<file path="src/rtl/seg_scan_scheduler.sv">
// rtl/seg_scan_scheduler.sv - 4-digit 7-segment scan scheduler with blanking, PWM, zero suppression, tear-free update
//
// Purpose
//   Time-multiplexes one shared segment bus across four 7-segment digits.
//   Each digit slot opens with a blanking window (everything off) so the
//   previous digit's segments cannot ghost onto the next one. The rest of
//   the slot is gated by a 16-level PWM compare for brightness. BCD words
//   arrive over a valid/ready handshake into a pending buffer and are only
//   promoted to the displayed word at a frame start, so a frame never mixes
//   two words.
//
// Ports
//   i_clk          in   1   system clock
//   i_rst          in   1   asynchronous reset, active low
//   i_bcd          in   16  four BCD nibbles, [3:0] is digit 0 (least significant)
//   i_dp           in   4   decimal point per digit, bit n belongs to digit n
//   i_bcd_valid    in   1   producer offers i_bcd/i_dp
//   o_bcd_ready    out  1   pending buffer empty; word taken on valid && ready
//   i_brightness   in   4   digit lit while pwm_cnt <= i_brightness (1/16 .. 16/16)
//   i_lz_blank     in   1   suppress leading zeros on digits 3..1
//   o_digitSelect  out  4   one-hot digit enable, polarity set by ACTIVE_LOW
//   o_LED          out  8   segments {dp,g,f,e,d,c,b,a}, polarity set by ACTIVE_LOW
//   o_frame_start  out  1   one-cycle pulse marking cycle 0 of the digit-0 slot

module seg_scan_scheduler #(
    parameter int TICK_DIV   = 5000,
    parameter int BLANK_CYC  = 16,
    parameter bit ACTIVE_LOW = 1'b1
) (
    input  logic        i_clk,
    input  logic        i_rst,
    input  logic [15:0] i_bcd,
    input  logic [3:0]  i_dp,
    input  logic        i_bcd_valid,
    output logic        o_bcd_ready,
    input  logic [3:0]  i_brightness,
    input  logic        i_lz_blank,
    output logic [3:0]  o_digitSelect,
    output logic [7:0]  o_LED,
    output logic        o_frame_start
);

    localparam logic [15:0] SLOT_LAST  = 16'(TICK_DIV - 1);
    localparam logic [15:0] BLANK_END  = 16'(BLANK_CYC);

    // Idle (inactive) levels of the pins for the chosen polarity.
    localparam logic [3:0] SEL_IDLE = ACTIVE_LOW ? 4'hF  : 4'h0;
    localparam logic [7:0] LED_IDLE = ACTIVE_LOW ? 8'hFF : 8'h00;

    typedef enum logic [1:0] {
        PH_BLANK,
        PH_ON,
        PH_DIM
    } phase_t;

    // Scan counters
    logic [15:0] slot_cnt;
    logic [1:0]  digit_idx;
    logic [3:0]  pwm_cnt;

    // Word buffers
    logic [15:0] disp_bcd;
    logic [3:0]  disp_dp;
    logic [15:0] pend_bcd;
    logic [3:0]  pend_dp;
    logic        pend_full;

    // Per-cycle decode of the counters
    logic        slot_wrap;
    logic        frame_now;
    logic [3:0]  pwm_now;
    phase_t      phase;

    // Segment path
    logic [3:0]  nibble;
    logic        dp_bit;
    logic [6:0]  glyph;
    logic [3:0]  lz_mask;
    logic [7:0]  seg_hi;
    logic [3:0]  sel_hi;

    // Standard glyphs in active-high {g,f,e,d,c,b,a}; non-decimal codes show '-'.
    function automatic logic [6:0] bcd_to_glyph(input logic [3:0] code);
        logic [6:0] g;
        case (code)
            4'd0:    g = 7'h3F;
            4'd1:    g = 7'h06;
            4'd2:    g = 7'h5B;
            4'd3:    g = 7'h4F;
            4'd4:    g = 7'h66;
            4'd5:    g = 7'h6D;
            4'd6:    g = 7'h7D;
            4'd7:    g = 7'h07;
            4'd8:    g = 7'h7F;
            4'd9:    g = 7'h6F;
            default: g = 7'h40;
        endcase
        return g;
    endfunction

    assign slot_wrap = (slot_cnt == SLOT_LAST);
    assign frame_now = (slot_cnt == 16'd0) && (digit_idx == 2'd0);

    // The PWM window restarts on the first cycle after blanking, so that
    // cycle always compares against zero regardless of the stored count.
    assign pwm_now = (slot_cnt == BLANK_END) ? 4'd0 : pwm_cnt;

    always_comb begin
        phase = PH_DIM;
        if (slot_cnt < BLANK_END) begin
            phase = PH_BLANK;
        end else if (pwm_now <= i_brightness) begin
            phase = PH_ON;
        end
    end

    // Slot, digit and PWM counters
    always_ff @(posedge i_clk or negedge i_rst) begin
        if (!i_rst) begin
            slot_cnt  <= 16'd0;
            digit_idx <= 2'd0;
            pwm_cnt   <= 4'd0;
        end else begin
            if (slot_wrap) begin
                slot_cnt  <= 16'd0;
                digit_idx <= digit_idx + 2'd1;
            end else begin
                slot_cnt  <= slot_cnt + 16'd1;
            end
            pwm_cnt <= pwm_now + 4'd1;
        end
    end

    // Pending/display buffers. A full pending buffer blocks new words and is
    // promoted only on the frame-start cycle; a word accepted on that same
    // cycle lands in pending and waits for the following frame.
    always_ff @(posedge i_clk or negedge i_rst) begin
        if (!i_rst) begin
            disp_bcd  <= 16'd0;
            disp_dp   <= 4'd0;
            pend_bcd  <= 16'd0;
            pend_dp   <= 4'd0;
            pend_full <= 1'b0;
        end else begin
            if (frame_now && pend_full) begin
                disp_bcd  <= pend_bcd;
                disp_dp   <= pend_dp;
                pend_full <= 1'b0;
            end else if (i_bcd_valid && !pend_full) begin
                pend_bcd  <= i_bcd;
                pend_dp   <= i_dp;
                pend_full <= 1'b1;
            end
        end
    end

    assign o_bcd_ready = !pend_full;

    // Leading-zero mask: a digit is blank only if it and every more
    // significant digit is zero with no decimal point, so a lit dp anywhere
    // above keeps the zeros below it visible.
    always_comb begin
        lz_mask    = 4'b0000;
        lz_mask[3] = (disp_bcd[15:12] == 4'd0) && !disp_dp[3];
        lz_mask[2] = lz_mask[3] && (disp_bcd[11:8] == 4'd0) && !disp_dp[2];
        lz_mask[1] = lz_mask[2] && (disp_bcd[7:4] == 4'd0) && !disp_dp[1];
        if (!i_lz_blank) begin
            lz_mask = 4'b0000;
        end
    end

    always_comb begin
        nibble = 4'd0;
        dp_bit = 1'b0;
        sel_hi = 4'b0000;
        case (digit_idx)
            2'd0: begin nibble = disp_bcd[3:0];   dp_bit = disp_dp[0]; sel_hi = 4'b0001; end
            2'd1: begin nibble = disp_bcd[7:4];   dp_bit = disp_dp[1]; sel_hi = 4'b0010; end
            2'd2: begin nibble = disp_bcd[11:8];  dp_bit = disp_dp[2]; sel_hi = 4'b0100; end
            default: begin nibble = disp_bcd[15:12]; dp_bit = disp_dp[3]; sel_hi = 4'b1000; end
        endcase
    end

    always_comb begin
        glyph  = bcd_to_glyph(nibble);
        seg_hi = {dp_bit, glyph};
        if (lz_mask[digit_idx]) begin
            seg_hi = 8'h00;
        end
    end

    // Registered pin drivers: one clock behind the counters that produced them.
    always_ff @(posedge i_clk or negedge i_rst) begin
        if (!i_rst) begin
            o_digitSelect <= SEL_IDLE;
            o_LED         <= LED_IDLE;
            o_frame_start <= 1'b0;
        end else begin
            o_frame_start <= frame_now;
            case (phase)
                PH_ON: begin
                    o_digitSelect <= ACTIVE_LOW ? ~sel_hi : sel_hi;
                    o_LED         <= ACTIVE_LOW ? ~seg_hi : seg_hi;
                end
                default: begin
                    o_digitSelect <= SEL_IDLE;
                    o_LED         <= LED_IDLE;
                end
            endcase
        end
    end

endmodule

</file>
<file path="config.mk">
export PLATFORM = sky130hd
export DESIGN_NAME = seg_scan_scheduler
export DESIGN_NICKNAME = d
export VERILOG_FILES = /design/src/rtl/seg_scan_scheduler.sv
export SDC_FILE = /design/constraint.sdc
export NUM_CORES = 1
export LEC_CHECK = 0
export ABC_AREA = 1
export CAP_MARGIN = 40
export CORE_UTILIZATION = 52
export CTS_BUF_LIST = sky130_fd_sc_hd__clkbuf_2 sky130_fd_sc_hd__clkbuf_4 sky130_fd_sc_hd__clkbuf_8
export CTS_CLUSTER_DIAMETER = 30
export DETAILED_ROUTE_END_ITERATION = 8
export GPL_TIMING_DRIVEN = 0
export PLACE_DENSITY = 0.86
export SETUP_SLACK_MARGIN = 0.4
export SLEW_MARGIN = 25
export SYNTH_ARGS = -nofsm -noshare
export SYNTH_HDL_FRONTEND = slang
export SYNTH_SLANG_ARGS = --single-unit
</file>
<file path="constraint.sdc">
create_clock -name i_clk -period 2 [get_ports i_clk]
set_input_delay 0.4 -clock i_clk [delete_from_list [all_inputs] [get_ports i_clk]]
set_output_delay 0.4 -clock i_clk [all_outputs]
set_load 0.02 [all_outputs]
</file>
Word level (Yosys, flattened, before mapping)
Memories as Yosys holds them, arrays and structs flattened.
Cells that the tools add are included.
{ "word_totals": {"register_bits": 76, "mem_count": 1, "wordCells": 60, "inputBits": 28, "romBits": 112} }
{ "memory_table": {"columns": ["memory", "words", "width", "rd", "rd_clocked_by_memory_dff", "write_ports", "line", "rtl"], "rows": [
  ["(no name shown)", 16, 7, 1, 0, 0, "85", "case (code)"]
]} }
{ "op_classes": {"mux": 15, "add_sub_neg": 3, "reduce_logical": 19, "eq_ne": 5, "magnitude_cmp": 3, "n_bitwise": 3} }
{ "ops": {"columns": ["cell", "n"], "rows": [
  ["$pmux 4 s3", 2],
  ["$add 16x1->16 const B", 1],
  ["$eq 16x13->1 const B", 1],
  ["$eq 16x5->1 const B", 1],
  ["$logic_not 16->1", 1],
  ["$lt 16x5->1 const B", 1],
  ["$mux 16", 1],
  ["$mux 8", 2],
  ["$logic_not 4->1", 3],
  ["$mux 4", 3],
  ["$logic_and 1x1->1", 8],
  ["$not 8->8", 1],
  ["$add 4x1->4 const B", 1],
  ["$eq 2x1->1 const B", 2],
  ["$le 4x4->1", 1],
  ["$logic_not 1->1", 4],
  ["$mux 2", 2],
  ["$not 4->4", 1],
  ["$lt 2x3->1 const B", 1],
  ["$mux 1", 3],
  ["$pmux 1 s3", 1],
  ["$add 2x1->2 const B", 1],
  ["$bmux 1 s2", 1],
  ["$eq 2x2->1 const B", 1],
  ["other kinds (4)", 4]
]} }

Longest topological paths before layout
{ "depth": {"word_depth": 12, "mapped_depth": 15, "mapped_depth_nobuf": 14} }

Least setup slack after synthesis
OpenSTA, ideal clock, no wires.
{ "synth_timing": {"path_kind": "register -> register", "startpoint": "register digit_idx[0]", "endpoint": "register o_LED[3]", "stages_incl_launch_ff": 12, "path_buffers": 0, "setup_ns": 0.094, "required_ns": 1.906, "period_less_slack_ns": 1.949, "slack_ns": 0.051, "t_arrival_ns": 1.855, "cell_sequence": "dfrtp_1 -> ha_1 -> inv_1 -> nand2_1 -> o22ai_1 -> inv_1 -> ha_1 -> inv_1 -> nor2_1 -> nor2_1 -> nor2_1 -> nand3_1"} }
{ "synth_via": {"elab_chain_len": 6} }
{ "synth_rtl": {"columns": ["element", "line", "rtl"], "rows": [
  ["start: declaration", "58", "logic [1:0] digit_idx;"],
  ["start signal: assignment", "126", "digit_idx <= digit_idx + 2'd1;"],
  ["$eq 2x2->1 (tied with other cells)", "176", "case (digit_idx)"],
  ["$pmux 4 s3", "176", null],
  ["$mem_v2 16x7", null, null],
  ["$mux 8 (*)", "187", "if (lz_mask[digit_idx]) begin"],
  ["$not 8->8 (*)", "203", "o_LED <= ACTIVE_LOW ? ~seg_hi : seg_hi;"],
  ["$mux 8 (*)", "200", "case (phase)"],
  ["end signal: assignment", "203", null],
  ["end: declaration", "39", "output logic [7:0] o_LED,"]
]} }
Every way passes the cells marked *; elsewhere a longest branch is shown, timed or not. The select of a mux whose other input is x is not followed.
A chain may end at the register's enable or synchronous reset.

Worst setup path in the final report
{ "layout_timing": {"startpoint": "register slot_cnt[1]", "endpoint": "register o_LED[5]"} }
{ "layout_via": {"elab_chain_len": 7} }
{ "layout_rtl": {"columns": ["element", "line", "rtl"], "rows": [
  ["start: declaration", "57", "logic [15:0] slot_cnt;"],
  ["start signal: assignment", "128", "slot_cnt <= slot_cnt + 16'd1;"],
  ["$eq 16x5->1", "106", "assign pwm_now = (slot_cnt == BLANK_END) ? 4'd0 : pwm_cnt;"],
  ["$mux 4", "106", null],
  ["$le 4x4->1", "112", "end else if (pwm_now <= i_brightness) begin"],
  ["$mux 2", "112", null],
  ["$mux 2 (*)", "110", "if (slot_cnt < BLANK_END) begin"],
  ["$eq 2x1->1 (*)", "200", null],
  ["$mux 8 (*)", "200", null]
]} }
Every way passes the cells marked *; elsewhere a longest branch is shown, timed or not.

==> impl_metrics.env <==
export IMPL_status="finished, violations left"
export IMPL_violations="negative setup slack"
export IMPL_vias=3281
export IMPL_cts_tree="done"
export IMPL_syn_nets=456
export IMPL_drv_slew=0
export IMPL_port_buffers=41
export IMPL_synth_flop_cell="dfrtp_1"
export IMPL_ys_top_cells_by_count="78 x nand2_1, 64 x dfrtp_1, 59 x inv_1"
export IMPL_area_delta_synth_final_pct=33.0
export IMPL_yosysTopAreaCell="dfrtp_1"
export IMPL_dp_cells=551
export IMPL_synth_edff_count=0
export IMPL_p_switching_mw=0.670
export IMPL_cp_max_fo=5
export IMPL_cap_violations=0
export IMPL_syn_inst=413
export IMPL_ant_nets=0
export IMPL_detail_route_first_pass_iterations=5
export IMPL_finalSetupTns_ps=-863
export IMPL_skew_ps=12.6
export IMPL_clk_latency_ps=350
export IMPL_clock_root_buffer="clkbuf_8"
export IMPL_yosys_register_bits=76
export IMPL_synth_avg_cell_area_um2=8.92
export IMPL_max_freq_ghz=0.477
export IMPL_die_w_um=86.2
export IMPL_track_usage=0.251
export IMPL_fin_crit_sh=1.05
export IMPL_post_drt_via_cell_ratio=5.54
export IMPL_h_tree_depth=3
export IMPL_met2RoutedLength_mm=4.83
export IMPL_fin_ws_ps=-94.5
export IMPL_antenna_cells=0
export IMPL_setup_worst_path_end_class="register"
export IMPL_grt_pass1_wl_mm=14.3
export IMPL_grt_max_degree=48
export IMPL_grt_pass1_vias=3149
export IMPL_min_period_ps=2090
export IMPL_stdcell_count=592
export IMPL_finalHoldViolCount=0
export IMPL_cp_start_kind="register"
export IMPL_yosys_area_top_type_share=0.435
export IMPL_hpwl_mm=5.22
export IMPL_coreArea_mm2=0.00683
export IMPL_p_clk_frac=0.401
export IMPL_worstMarginPinSlew_ps=625
export IMPL_pin_count=42
export IMPL_yosysUniqueCellTypes=34
export IMPL_power_total_mw=2.99
export IMPL_clk_path_buf_depth=2
export IMPL_powerDensity_mw_per_mm2=611
export IMPL_seqPwrFrac=0.538
export IMPL_top_layer="met4"
export IMPL_nNetsFinal=534
export IMPL_critPathArrivalTime_ps=2390
export IMPL_cts_sinks=76
export IMPL_drc=0
export IMPL_synthArstFlopShare=1.00
export IMPL_die_h_um=86.2
export IMPL_start_util=0.539
export IMPL_cts_buffers=9
export IMPL_switching_share=0.224
export IMPL_cp_required_ps=2290
export IMPL_wl_per_cell_um=15.8
export IMPL_syn_cell_area_mm2=0.00368
export IMPL_ys_top_cells_by_area="dfrtp_1 43%, dfstp_2 8.6%, nand2_1 8.0%, inv_1 6.0%, ha_1 5.1%"
export IMPL_wl_met3_um=618
export IMPL_yosysSeqAreaShare=0.521
export IMPL_path_class="reg -> reg"
export IMPL_routed_wl_mm=9.37
export IMPL_max_slew_margin=0.583
export IMPL_num_rows=30
export IMPL_gp_congestion=0.951
export IMPL_drive_gt1_frac=0.304
export IMPL_grt_antenna_before_repair=0
export IMPL_grt_setup_unrepaired="true"
export IMPL_yosysMostFrequentCell="nand2_1"
export IMPL_vdd_ir_drop_max_v=0.000423
export IMPL_hold_ws_ps=479
export IMPL_synth_warnings=0
export IMPL_drt_initial_drc_count=320
export IMPL_p_comb_frac=0.061
export IMPL_p_leak_nw=2.48
export IMPL_internal_power_mw=2.32
export IMPL_overflow=0
export IMPL_hold_class="reg -> reg"
export IMPL_cts_clk_slew_worst_paths_ps=80
export IMPL_setup_viol=10
export IMPL_die_area_mm2=0.00742
export IMPL_wl_met1_mm=3.60
==> through the flow <==
stage / utilization / area (µm²) / setup slack, ps
after floorplan: - / 3710 / 152
after global placement: 0.621 / 4240 / -1920
after detailed placement: 0.625 / 4270 / -72.6
after CTS: 0.685 / 4680 / -14.5
after global routing: 0.717 / 4900 / -250
final: 0.717 / 4900 / -94.5
==> routing by layer <==
metal	global-route usage	up-vias
li1	-	1472
met3	0.0606	45
met4	0.111	0
met1	0.308	1588
met2	0.421	176
met5	0	-
==> layout make-up <==
type                       count  area [µm²]
fill                         454        1930
clock buffer                  12         153
multi-input combinational    266        1740
clock inverter                 4        48.8
timing repair buffer          67         611
inverter                      61         234
tap                           96         120
sequential                    76        1920
buffer                        10        70.1
==> flip-flops by register name (all words and copies together) (netlist names) <==
| register | count |
|---|---|
| disp_dp | 4 |
| pend_bcd | 16 |
| digit_idx | 2 |
| pend_dp | 4 |
| pwm_cnt | 4 |
| pend_full | 1 |
| slot_cnt | 16 |
| o_frame_start | 1 |
| disp_bcd | 16 |
| o_LED | 8 |
| o_digitSelect | 4 |
==> critical path, cell delays in order (launching register included) <==
cell and delay [ps]:
dfrtp_1 420, inv_2 120, ha_4 150, nand3_4 80, nor2_4 130, nand2_4 80
inv_4 80, nor2_4 50, ha_4 260, inv_2 30, o21bai_1 140, nand4_1 110
nand2_1 80, nand2_2 90, buf_6 150, nand3_1 60
==> power by group through the flow <==
| stage | clock (mW) | combinational, mW | sequential (mW) |
|---|---|---|---|
| 2_1_floorplan | 0 | 0.0632 | 1.64 |
| 3_3_place_gp | 0 | 0.163 | 1.64 |
| 3_5_place_dp | 0 | 0.178 | 1.64 |
| 4_1_cts | 1.21 | 0.181 | 1.61 |
| 5_1_grt | 1.28 | 0.204 | 1.61 |
| 6_report | 1.20 | 0.181 | 1.61 |
==> timing repair <==
item,4_1_cts,5_1_grt
cloned,1,0
hold buffers,1,0
endpoints found under the hold margin,17,0
pin swaps,5,12
endpoints found under the setup margin,51,67
gates resized for setup,51,51
setup buffers,14,9
==> logic make-up after synthesis <==
kind of cell / share of synthesized area
flops: 0.521
buf+inv: 0.0792
xor+xnor: 0.0167
simple gates: 0.221
mux: 0.0275
compound gates: 0.0843
fa+ha+maj: 0.0510
==> layout by cell type, fill, tap and decap left out, drive strengths merged, types with 12 or more instances in the layout <==
master and n:
a21oi 17, buf 33, clkbuf 21, clkdlybuf4s50 26, dfrtp 64, dfstp 12
ha 15, inv 61, nand2 81, nand3 34, nor2 48, o21ai 24
==> worst paths after layout <==
check | from | endpoint | slack [ps] | cells past startpoint
max | slot_cnt[1] | o_LED[5] | -90 | 15
min | disp_dp[3] | disp_dp[3] | 480 | 2
max reg2reg | slot_cnt[1] | o_LED[5] | -90 | 15
min reg2reg | disp_dp[3] | disp_dp[3] | 480 | 2
max in group asynchronous | i_rst | disp_bcd[9] | 920 | 3
min in group asynchronous | i_rst | slot_cnt[15] | 510 | 2
No activity file was read; power rests on OpenSTA's default activity.
==> patch 1 (same settings) <==
Change the parameter `ACTIVE_LOW` from 1'b1 to 1'b0.
--- a/src/rtl/seg_scan_scheduler.sv
+++ b/src/rtl/seg_scan_scheduler.sv
@@ -27,3 +27,3 @@
     parameter int BLANK_CYC  = 16,
-    parameter bit ACTIVE_LOW = 1'b1
+    parameter bit ACTIVE_LOW = 1'b0
 ) (
Behaviour: not the same (a bounded check fails within 4 cycles, from zero or initial values and one cycle with i_rst low).
==> patch 1 against the original RTL <==
- the run still ends with negative setup slack left
- clock skew is essentially flat
- design area grew 5.7%
- sequential cell count is the same
- worst setup slack lost 0.055 ns
- power shrank 0.12%
- global-route usage grew 0.85 points
- critical path depth is the same
- routed wire length grew 0.76%
- area after synthesis grew 1.5%
- critical endpoint is now o_LED[0]$_DFF_PN0_
- highest routed layer unchanged
==> patch 1: results (changes against the original RTL) <==
status=complete, but fails checks (unchanged); failing checks=negative setup slack (unchanged); final setup vio count=24 (was 10); hpwl dp=5311 um (was 5215 um); clock skew=0.01275 ns (was 0.01256 ns); DR WL/cell=15.77 um (was 15.83 um); Net Sw Frac=21.86% (was 22.42%); Adder-Cell Fraction of Synth Area=4.685% (was 5.097%); PostCTS Resize Cnt=74 (was 51); Clock buf/inv share=3.771% (was 4.113%); clkbuf count=13 (was 12); NumNets Final=541 (was 534); comb_multi_in=258 (was 266); multi-input combinational area share=35.29% (was 35.56%); fin worst setup slack=-0.1492 ns (was -0.09447 ns); Fin Hold WS=0.4722 ns (was 0.4794 ns); post-synthesis compound-gate area fraction=7.195% (was 8.427%); CP startpoint=slot_cnt[8]$_DFF_PN0_ (was slot_cnt[1]$_DFF_PN0_); placed cell area=0.004322 sq mm (was 0.004267 sq mm); Power Combinational=0.192 mW (was 0.181 mW); vias in the first global route=3235 (was 3149); Post-Syn Nets=447 (was 456); Pre-antenna DRT Iters=4 (was 5); GRT Util Overall=25.93% (was 25.08%); Seq Cell Count=76 (unchanged); Iteration-0 DRC Markers=245 (was 320); synthesized area per cell=9.231 sq um (was 8.916 sq um); leak pwr=2.551 nW (was 2.476 nW); Fillers=433 (was 454); max_slew headroom=62.38% (was 58.30%); Worst VDD drop=488.4 uV (was 422.6 uV)
## patch 1: cell types whose count changed in the layout (fill, tap and decap cells not counted), sizes merged, moves of 6 or more
cell           before  now
buf                33   45
dfrtp              64   76
nand3              34   19
clkdlybuf4s15       7    0
dfstp              12    0
nand2              81   75
dlygate4sd2         1   13
mux2                9   22
## patch 1: metrics by stage
| step | setup TNS [ns] | setup slack [ns] |
|---|---|---|
| after floorplan | 0 | 0.05039 |
| after global placement | -143.79 | -1.880 |
| after detailed placement | -2.119 | -0.2008 |
| after CTS | -0.07617 | -0.01065 |
| after global routing | -3.359 | -0.2485 |
| final | -1.847 | -0.1492 |
## patch 1: routing by layer
layer	wire [um]	share of wire, %	vias to the layer above
li1	-	-	1485
met5	0	0	-
met1	3585	38	1552
met2	5116	54	129
met4	320	3.4	0
met3	423	4.5	30
==> patch 2 (config.mk and constraints unchanged) <==
Made on the original files. Compare `slot_cnt` against `BLANK_END` with >= in place of ==.
--- a/src/rtl/seg_scan_scheduler.sv
+++ b/src/rtl/seg_scan_scheduler.sv
@@ -105,3 +105,3 @@
     // cycle always compares against zero regardless of the stored count.
-    assign pwm_now = (slot_cnt == BLANK_END) ? 4'd0 : pwm_cnt;
+    assign pwm_now = (slot_cnt >= BLANK_END) ? 4'd0 : pwm_cnt;
 
Function: no difference found for any inputs over 10 cycles, from zero or initial values and one cycle with i_rst low; that may be too few to reach the edited logic, so the function may still have changed.
==> patch 2 against the original RTL <==
- the run still ends with negative setup slack left
- sequential cell count unchanged
- worst setup slack improved by 0.064 ns
- core utilization increased by 2.8 points
- clock skew decreased by 0.0014 ns
- global-route usage about the same
- design area increased by 3.9%
- area after synthesis increased by 0.48%
- via count decreased by 0.12%
- routed wire length increased by 0.71%
- power decreased by 3.8%
==> patch 2: results (changes against the original RTL) <==
synth cell count leaders=dfrtp_1, inv_1, nand2_1, nor2_1, nand3_1 (was nand2_1, dfrtp_1, inv_1, nor2_1, nand3_1); CP top delay family=flip-flops (was simple AND/OR/NAND/NOR gates); Net Sw Frac=25.35% (was 22.42%); worst slack, placed=-0.04904 ns (was -0.07262 ns); Iteration-0 DRC Markers=314 (was 320); post-synthesis xor/xnor area fraction=1.657% (was 1.665%); HP Class=input port to async pin (was register to register); Setup Fix Bufs, Post-CTS=24 (was 14); worst-margin pin slew=0.6831 ns (was 0.6255 ns); M3 GR Usage=4.190% (was 6.064%); comb_multi_in=254 (was 266); Clock buf/inv share=3.590% (was 4.113%); placed cell area=0.004288 sq mm (was 0.004267 sq mm); met2 GRT Util=43.65% (was 42.14%); sequential power share=55.9% (was 53.8%); RePlAce Congestion=0.9219 (was 0.9514); final setup vio count=3 (was 10); combinational share of power=6.6% (was 6.1%); top post-synthesis cells by area=dfrtp_1, dfstp_2, inv_1 (was dfrtp_1, dfstp_2, nand2_1); Synth cell types=38 (was 34); Adder-Cell Fraction of Synth Area=4.735% (was 5.097%); PostCTS Resize Cnt=62 (was 51); Post-Syn Nets=443 (was 456); ant diodes=0 (unchanged); Seq Cell Count=76 (unchanged); failing checks=negative setup slack (unchanged); GRT Util Overall=25.09% (was 25.08%); status=complete, but fails checks (unchanged); WL met2=4923 um (was 4830 um); sequential cell area=0.001921 sq mm (was 0.001919 sq mm); Non-clock buffering overhead=16.74% (was 13.90%); Worst Path Arrival=2.30 ns (was 2.39 ns); multi-input combinational area share=34.64% (was 35.56%); Crit path largest cell delay=0.48 ns (was 0.42 ns); worst r2r src=digit_idx[1]$_DFFE_PN0N_ (was slot_cnt[1]$_DFF_PN0_); NumNets Final=539 (was 534); routed via count=3277 (was 3281); vias in the first global route=3202 (was 3149); layout cell share with drive strength beyond 1=36.45% (was 30.44%); largest net degree at the start of global routing=59 (was 48); clock skew=0.01120 ns (was 0.01256 ns); Crit-path slowest cell=dfrtp_2 (was dfrtp_1); Worst VDD drop=430.6 uV (was 422.6 uV); nonclk buf count=92 (was 77); Met1 Wirelength=3619 um (was 3595 um); DR WL met3=475 um (was 618 um); Fillers=444 (was 454); uppermost routed layer=met4 (unchanged); sequential fraction of the synthesis area=51.81% (was 52.06%); die width=86.35 um (was 86.15 um); hpwl dp=5273 um (was 5215 um); final WL=9441 um (was 9374 um); post-synthesis compound-gate area fraction=9.740% (was 8.427%); first-pass GRT wire length=14350 um (was 14330 um); inverter count=64 (was 61); met1 usage=28.93% (was 30.83%); post-synthesis mux area share=3.551% (was 2.752%); fin worst setup slack=-0.02998 ns (was -0.09447 ns)
patch 2: metrics by stage:
step / util [%] / TNS (ns) / std cells / power (mW)
3_3_place_gp: 62.40 / -138.01 / 538 / 1.800
2_1_floorplan: - / 0 / 401 / 1.700
3_5_place_dp: 62.77 / -0.2097 / 539 / 1.817
4_1_cts: 71.59 / 0 / 585 / 2.885
6_report: 74.49 / -0.04550 / 598 / 2.875
5_1_grt: 74.49 / -0.8624 / 598 / 2.982
patch 2: final timing paths:
| check | end | slack, ns | depth (start not counted) |
|---|---|---|---|
| setup / recovery | o_LED[2]$_DFF_PN1_ | -0.03 | 11 |
| hold / removal | pend_bcd[14]$_DFFE_PN0P_ | 0.45 | 2 |
| setup reg to reg | o_LED[2]$_DFF_PN1_ | -0.03 | 11 |
| hold reg to reg | slot_cnt[0]$_DFF_PN0_ | 0.47 | 1 |
| max in group asynchronous | o_digitSelect[0]$_DFF_PN1_ | 0.94 | 3 |
| min in group i_clk | slot_cnt[0]$_DFF_PN0_ | 0.47 | 1 |
